<file path="src/rtl/uart_rx.sv">
// uart_rx: 8-bit UART receiver with optional parity, runtime bit divider and a
// single-entry ready/ack output register.
`default_nettype none

module uart_rx (
  input  logic        clock_i,
  input  logic        reset_i,
  input  logic        ack_i,
  input  logic        parity_bit_i,
  input  logic        parity_even_i,
  input  logic        serial_i,
  input  logic [15:0] clock_divider_i,
  output logic [7:0]  data_o,
  output logic        ready_o
);

  typedef enum logic [2:0] {
    S_IDLE   = 3'd0,
    S_START  = 3'd1,
    S_DATA   = 3'd2,
    S_PARITY = 3'd3,
    S_STOP   = 3'd4
  } state_t;

  state_t      state;
  logic [15:0] div_q;
  logic [15:0] cnt;
  logic        par_en;
  logic        par_even;
  logic        bad;
  logic        wait_high;
  logic        ack_q;
  logic [7:0]  shift;
  logic [2:0]  bit_idx;

  logic [15:0] div_eff;
  logic        ack_edge;
  logic        tick;

  assign div_eff  = (clock_divider_i < 16'd2) ? 16'd2 : clock_divider_i;
  assign ack_edge = ack_i & ~ack_q;
  assign tick     = (cnt == 16'd0);

  always_ff @(posedge clock_i or posedge reset_i) begin
    if (reset_i) begin
      state     <= S_IDLE;
      div_q     <= 16'd0;
      cnt       <= 16'd0;
      par_en    <= 1'b0;
      par_even  <= 1'b0;
      bad       <= 1'b0;
      wait_high <= 1'b0;
      ack_q     <= 1'b0;
      shift     <= 8'h00;
      bit_idx   <= 3'd0;
      data_o    <= 8'h00;
      ready_o   <= 1'b0;
    end else begin
      ack_q <= ack_i;
      if (ack_edge)
        ready_o <= 1'b0;

      // Bit-period counter: zero marks a sample point, then reloads a full bit.
      if (state != S_IDLE) begin
        if (tick)
          cnt <= div_q - 16'd1;
        else
          cnt <= cnt - 16'd1;
      end

      case (state)
        S_IDLE: begin
          if (wait_high) begin
            if (serial_i)
              wait_high <= 1'b0;
          end else if (!serial_i) begin
            div_q    <= div_eff;
            par_en   <= parity_bit_i;
            par_even <= parity_even_i;
            cnt      <= (div_eff >> 1) - 16'd1;
            bad      <= 1'b0;
            state    <= S_START;
          end
        end

        S_START: begin
          if (tick) begin
            if (serial_i) begin
              state <= S_IDLE;
            end else begin
              bit_idx <= 3'd0;
              state   <= S_DATA;
            end
          end
        end

        S_DATA: begin
          if (tick) begin
            shift   <= {serial_i, shift[7:1]};
            bit_idx <= bit_idx + 3'd1;
            if (bit_idx == 3'd7)
              state <= par_en ? S_PARITY : S_STOP;
          end
        end

        S_PARITY: begin
          if (tick) begin
            bad   <= (^shift) ^ serial_i ^ ~par_even;
            state <= S_STOP;
          end
        end

        S_STOP: begin
          if (tick) begin
            state <= S_IDLE;
            if (!serial_i) begin
              wait_high <= 1'b1;
            end else if (!bad && (!ready_o || ack_edge)) begin
              // Overrides the ack clear above: a completing frame wins the cycle.
              data_o  <= shift;
              ready_o <= 1'b1;
            end
          end
        end

        default: state <= S_IDLE;
      endcase
    end
  end

endmodule

`default_nettype wire

</file>
<file path="config.mk">
export PLATFORM = sky130hd
export DESIGN_NAME = uart_rx
export DESIGN_NICKNAME = d
export VERILOG_FILES = /design/src/rtl/uart_rx.sv
export SDC_FILE = /design/constraint.sdc
export NUM_CORES = 1
export LEC_CHECK = 0
export ABC_AREA = 1
export ABC_CLOCK_PERIOD_IN_PS = 4230
export CAP_MARGIN = 30
export CORE_MARGIN = 3
export CORE_UTILIZATION = 63
export CTS_CLUSTER_DIAMETER = 80
export DETAILED_ROUTE_END_ITERATION = 12
export MAX_ROUTING_LAYER = met4
export PLACE_DENSITY = 0.87
export SLEW_MARGIN = 30
export SYNTH_ARGS = -nofsm -noshare
export SYNTH_HDL_FRONTEND = slang
export SYNTH_SLANG_ARGS = --single-unit
export TNS_END_PERCENT = 5
</file>
<file path="constraint.sdc">
create_clock -name clock_i -period 4.23 [get_ports clock_i]
set_input_delay 0.6345 -clock clock_i [delete_from_list [all_inputs] [get_ports clock_i]]
set_output_delay 0.6345 -clock clock_i [all_outputs]
set_load 0.05 [all_outputs]
</file>
Yosys cells after proc, flatten, opt, wreduce, memory -nomap -nowiden. Cells that the tools add are included.

Bits in registers: 60. Input bits: 22. Output and inout bits: 9. Logic and storage cells: 90.

Add/subtract/negate cells: 4. Magnitude comparators: 1. Equal/unequal tests: 14. Muxes and demuxes: 34. Bitwise logic cells: 7. Reductions and logical operators: 18.

Operators by type and width (number): $mux W16 (6); $mux W3 (11); $sub A16 B1 Y16 const B (2); $ne A2 B2 Y1 const B (9); $logic_not A16 Y1 (1); $lt A16 B2 Y1 const B (1); $sub A15 B1 Y16 const B (1); $pmux W3 S5 (1); $mux W1 (12); $reduce_and A4 Y1 (3); $reduce_xor A8 Y1 (1); $reduce_and A7 Y1 (1); $eq A3 B2 Y1 const B (2); $eq A3 B3 Y1 const B (2); $pmux W3 S2 (1); $reduce_and A3 Y1 (2); $reduce_bool A2 Y1 (3); $not A1 Y1 (4); $pmux W1 S2 (2); $add A3 B1 Y3 const B (1); $eq A3 B1 Y1 const B (1); $logic_not A3 Y1 (1); $reduce_bool A3 Y1 (1); $logic_not A1 Y1 (2); 6 further kinds (7).

Longest topological paths before layout.
Depth after elaboration: 8. Depth in mapped cells: 16. Depth with buffers taken out: 16.

Worst setup path after synthesis. OpenSTA, ideal clock, no wires.

Path kind: input -> register. From: input port clock_divider_i[13]. To: register cnt[14]. Setup time: 0.117 ns. Arrival: 2.209 ns. Data required time: 4.113 ns. Setup slack: 1.904 ns. Cell stages on the path: 16. Buffers on the path: 0. Cell sequence: inv_1 > nand2_1 > nor2_1 > nand3_1 > nand2_1 > inv_1 > ha_1 > nand3_1 > nor2_1 > inv_1 > nor3_1 > nand3_1 > o21ai_0 > o211ai_1 > nand2_1 > nand2_1.

Cells in the longest elaborated chain, start to end: 6.

Ends and longest elaborated chain: from (decl) (RTL line 12) `input logic [15:0] clock_divider_i,`; $lt A16 B2 Y1 (RTL line 40) `assign div_eff = (clock_divider_i < 16'd2) ? 16'd2 : clock_divider_i;`; $mux W16 (*) (RTL line 40); $sub A15 B1 Y16 (*) (RTL line 80) `cnt <= (div_eff >> 1) - 16'd1;`; $mux W16 (*) (RTL line 76) `end else if (!serial_i) begin`; $mux W16 (*) (RTL line 73) `if (wait_high) begin`; $mux W16 (*) (RTL line 71) `case (state)`; to (signal assigned) (RTL line 66) `cnt <= div_q - 16'd1;`; to (signal assigned) (RTL line 68) `cnt <= cnt - 16'd1;`; to (signal assigned) (RTL line 80); to (decl) (RTL line 27) `logic [15:0] cnt;`.

Every way passes the cells marked *; elsewhere a longest branch is shown, timed or not. A chain may end at the register's enable or synchronous reset.

Final worst setup path.
From: input port clock_divider_i[11]. To: register cnt[14].

Same word-level chain as after synthesis.

==> results.cfg <==
[status]
status = completed

[critical_path]
worst-path-max-fanout = 6
end_kind = flop
critPathRequiredTime_ns = 4.46
path_cells = clkdlybuf4s50_1 -> nor2_1 -> nand2_1 -> nor2_1 -> nand3_1 -> nand2_1 -> inv_1 -> ha_1 -> nand3_1 -> nor2_1 -> inv_1 -> nor3_1 -> nand3_1 -> o21ai_0 -> o211ai_1 -> nand2_1 -> nand2_1
r2r_end = cnt[12]
critPathTopFamily = simple AND/OR/NAND/NOR gates
cp_common_cell = nand2_1
r2r_slack_ns = 1.47
path_buf_inv = 3
crit_arrival_ns = 3.27
worstReg2RegStart = cnt[2]
crit_path_top_delay_cell = clkdlybuf4s50_1
max_stage_delay_ns = 0.59
start_kind = input pin
critical_path_class = in2reg
reg2reg_depth = 14

[sta]
period_share = 0.718
slew_headroom = 0.490
slew_violations = 0
worst_pin_slew_ns = 0.763
rsz0062_at_grt = false
report.final.setup_viol = 0
setup_tns_ns = 0
timing.fmax_ghz = 0.329
timing.final.crit_period_ns = 3.04
hold_viol = 0
skew_ns = 0.00400

[yosys]
synthesis.area_mm2 = 0.00367
synth_largest_area_cell = dfrtp_1
synth_area_leaders = dfrtp_1 (41%), nand2_1 (14%), inv_1 (7.7%)
ys_dominant_reg_cell = dfrtp_1
synth_edf_count = 0
yosysWarnings = 0
ys_top_cells_by_count = nand2_1 (133), inv_1 (75), dfrtp_1 (60)
yosysMostFrequentCell = nand2_1
ys_async_sr_fraction = 1.00
synth_top_area_share = 0.409
synth_cells = 512
synth_nets = 538
syn_area_per_cell_um2 = 7.17
ys_ff_latch = 60
ys_seq_area_frac = 0.409
synth.distinct_cells = 38

[layout]
area_growth_pct = 15.6
final_area_mm2 = 0.00425
fill_cells = 409
multi_input_area_mm2 = 0.00181
regArea_mm2 = 0.00150
layout-drive-gt1-share = 0.0730
nNetsFinal = 569
antenna_cells = 0

[place]
place_area_mm2 = 0.00401
portBuffers = 30
place_congestion = 1.00
dp_hpwl_mm = 6.94

[grt]
grt.busiest_layer = met2
grtUsageTotal = 0.322
grt_pass1_wl_mm = 16.0
grt_util_met2 = 0.466
grt_use_met3 = 0.0477
grt_remaining_overflow = 0
grt_max_degree = 44
first_global_vias = 3423
grtUsageMet1 = 0.434
antenna_found_initial = 0

[floorplanning]
dieArea_mm2 = 0.00678
die_w_um = 82.4
rows = 27
start_util = 0.659
ios = 31
die_height_um = 82.4
coreArea_mm2 = 0.00557

[routing]
post_drt_wl_per_cell_um = 15.8
drtAntennaViolNets = 0
vias_per_cell = 5.80
drc_errors = 0
route.vias.total = 3593
drtIter0Drc = 392
dr.pass1.iters = 8
wirelength_mm = 9.77

[clock_network]
cts_hold_buf = 0
clock_latency_ns = 0.34
cts_tree = yes
clock-sinks = 60
cts_resized = 0
cts_buffers = 9
cts-root-buf = clkbuf_8
clockBufferDepth = 2
htree_num_levels = 3
post_cts_buffers = 0
clkTransAtPathRegs_ns = 0.07

[power_and_ir_drop]
ir_drop_uv = 393
p_clk_frac = 0.264
seqPwrFrac = 0.354
p_leak_nw = 2.05
comb_power_share = 0.383
switching_power_uw = 994
p_int_mw = 1.43
swShare = 0.409
power_per_cell_area_mw_per_mm2 = 572

[hold_path]
min_path_type = reg2reg
min_from = div_q[14]
holdPathEnd = div_q[14]
min_path_cells = 2

[job]
maxCapViolCount = 0
## how the worst max path moves through the flow
stage	startpoint	endpoint	cells after the start
floorplan	clock_divider_i[13]	cnt[14]	16
global placement	clock_divider_i[9]	cnt[14]	17
detailed placement	clock_divider_i[9]	cnt[14]	17
CTS	clock_divider_i[11]	cnt[14]	17
global route	clock_divider_i[10]	cnt[14]	17
finish	clock_divider_i[11]	cnt[14]	17
## power by group through the flow
stage | clock network [mW] | logic (mW) | registers, mW
2_1_floorplan | 0 | 0.674 | 0.849
3_3_place_gp | 0 | 0.874 | 0.856
3_5_place_dp | 0 | 0.894 | 0.867
4_1_cts | 0.637 | 0.905 | 0.857
5_1_grt | 0.664 | 1.04 | 0.877
6_report | 0.640 | 0.929 | 0.858
## per-stage QoR
stage	std cells	hold slack (ns)	setup slack, ns	utilization	total power, mW
global placement	604	0.470	1.08	0.719	1.73
detailed placement	604	0.475	0.944	0.719	1.76
finish	620	0.492	1.19	0.762	2.43
floorplan	512	0.453	1.90	-	1.52
CTS	620	0.493	1.29	0.762	2.40
global route	620	0.516	0.847	0.762	2.58
## per-layer routing
| metal | part of all wire | vias up | wire [µm] |
|---|---|---|---|
| met5 | 0 | - | 0 |
| met4 | 0.030 | 0 | 296 |
| met3 | 0.093 | 40 | 904 |
| met2 | 0.43 | 223 | 4240 |
| met1 | 0.44 | 1630 | 4330 |
| li1 | - | 1700 | - |
## flip-flops by register name, indices dropped and copies added, names as in the netlist, 3 cells and up
register  count
state         3
bit_idx       3
shift         8
div_q        16
data_o        8
cnt          16
## cell families (layout without fill, tap and decap cells)
kind of cell,after synthesis,count (layout),synth area share
buffers and inverters,89,125,0.0988
AOI/OAI and AO/OA,84,84,0.127
and+or+nand+nor,259,259,0.314
DFF,60,60,0.409
xor gates and xnor gates,15,15,0.0358
muxes,1,1,0.00272
adders and majority gates,4,4,0.0136
## placed cells by master (no fill, tap or decap), drive strengths merged
master and count:
nand2 138, inv 76, nor2 61, dfrtp 60, o21ai 49, nand3 46
clkdlybuf4s50 30, a21oi 17, clkbuf 10, xor2 8, xnor2 7, nor3 5
nand3b 4, o22ai 4, ha 4, clkinv 4, o211ai 3, bufinv 3
o31ai 2, a22o 2, nand4 2, a22oi 2, or2 2, buf 2
nor4 1, o221ai 1, a31oi 1, a221oi 1, mux2i 1, o2111ai 1
o21bai 1
## worst register-to-register path: cells and delay by family, from the launching register on
kind                     cells  cell delay (ns)
AND/OR/NAND/NOR             13             2.03
flip-flops                   1             0.41
adder cells (fa/ha/maj)      1             0.25
## final cells by class
| cell class | instances | share of cell area |
|---|---|---|
| Tap cell | 72 | 0.0212 |
| Inverter | 77 | 0.0684 |
| Timing Repair Buffer | 32 | 0.0742 |
| Clock inverter | 6 | 0.0265 |
| Sequential cell | 60 | 0.354 |
| Clock buffer | 10 | 0.0301 |
| Multi-Input combinational cell | 363 | 0.426 |
Power figures use the tool's default switching activity.
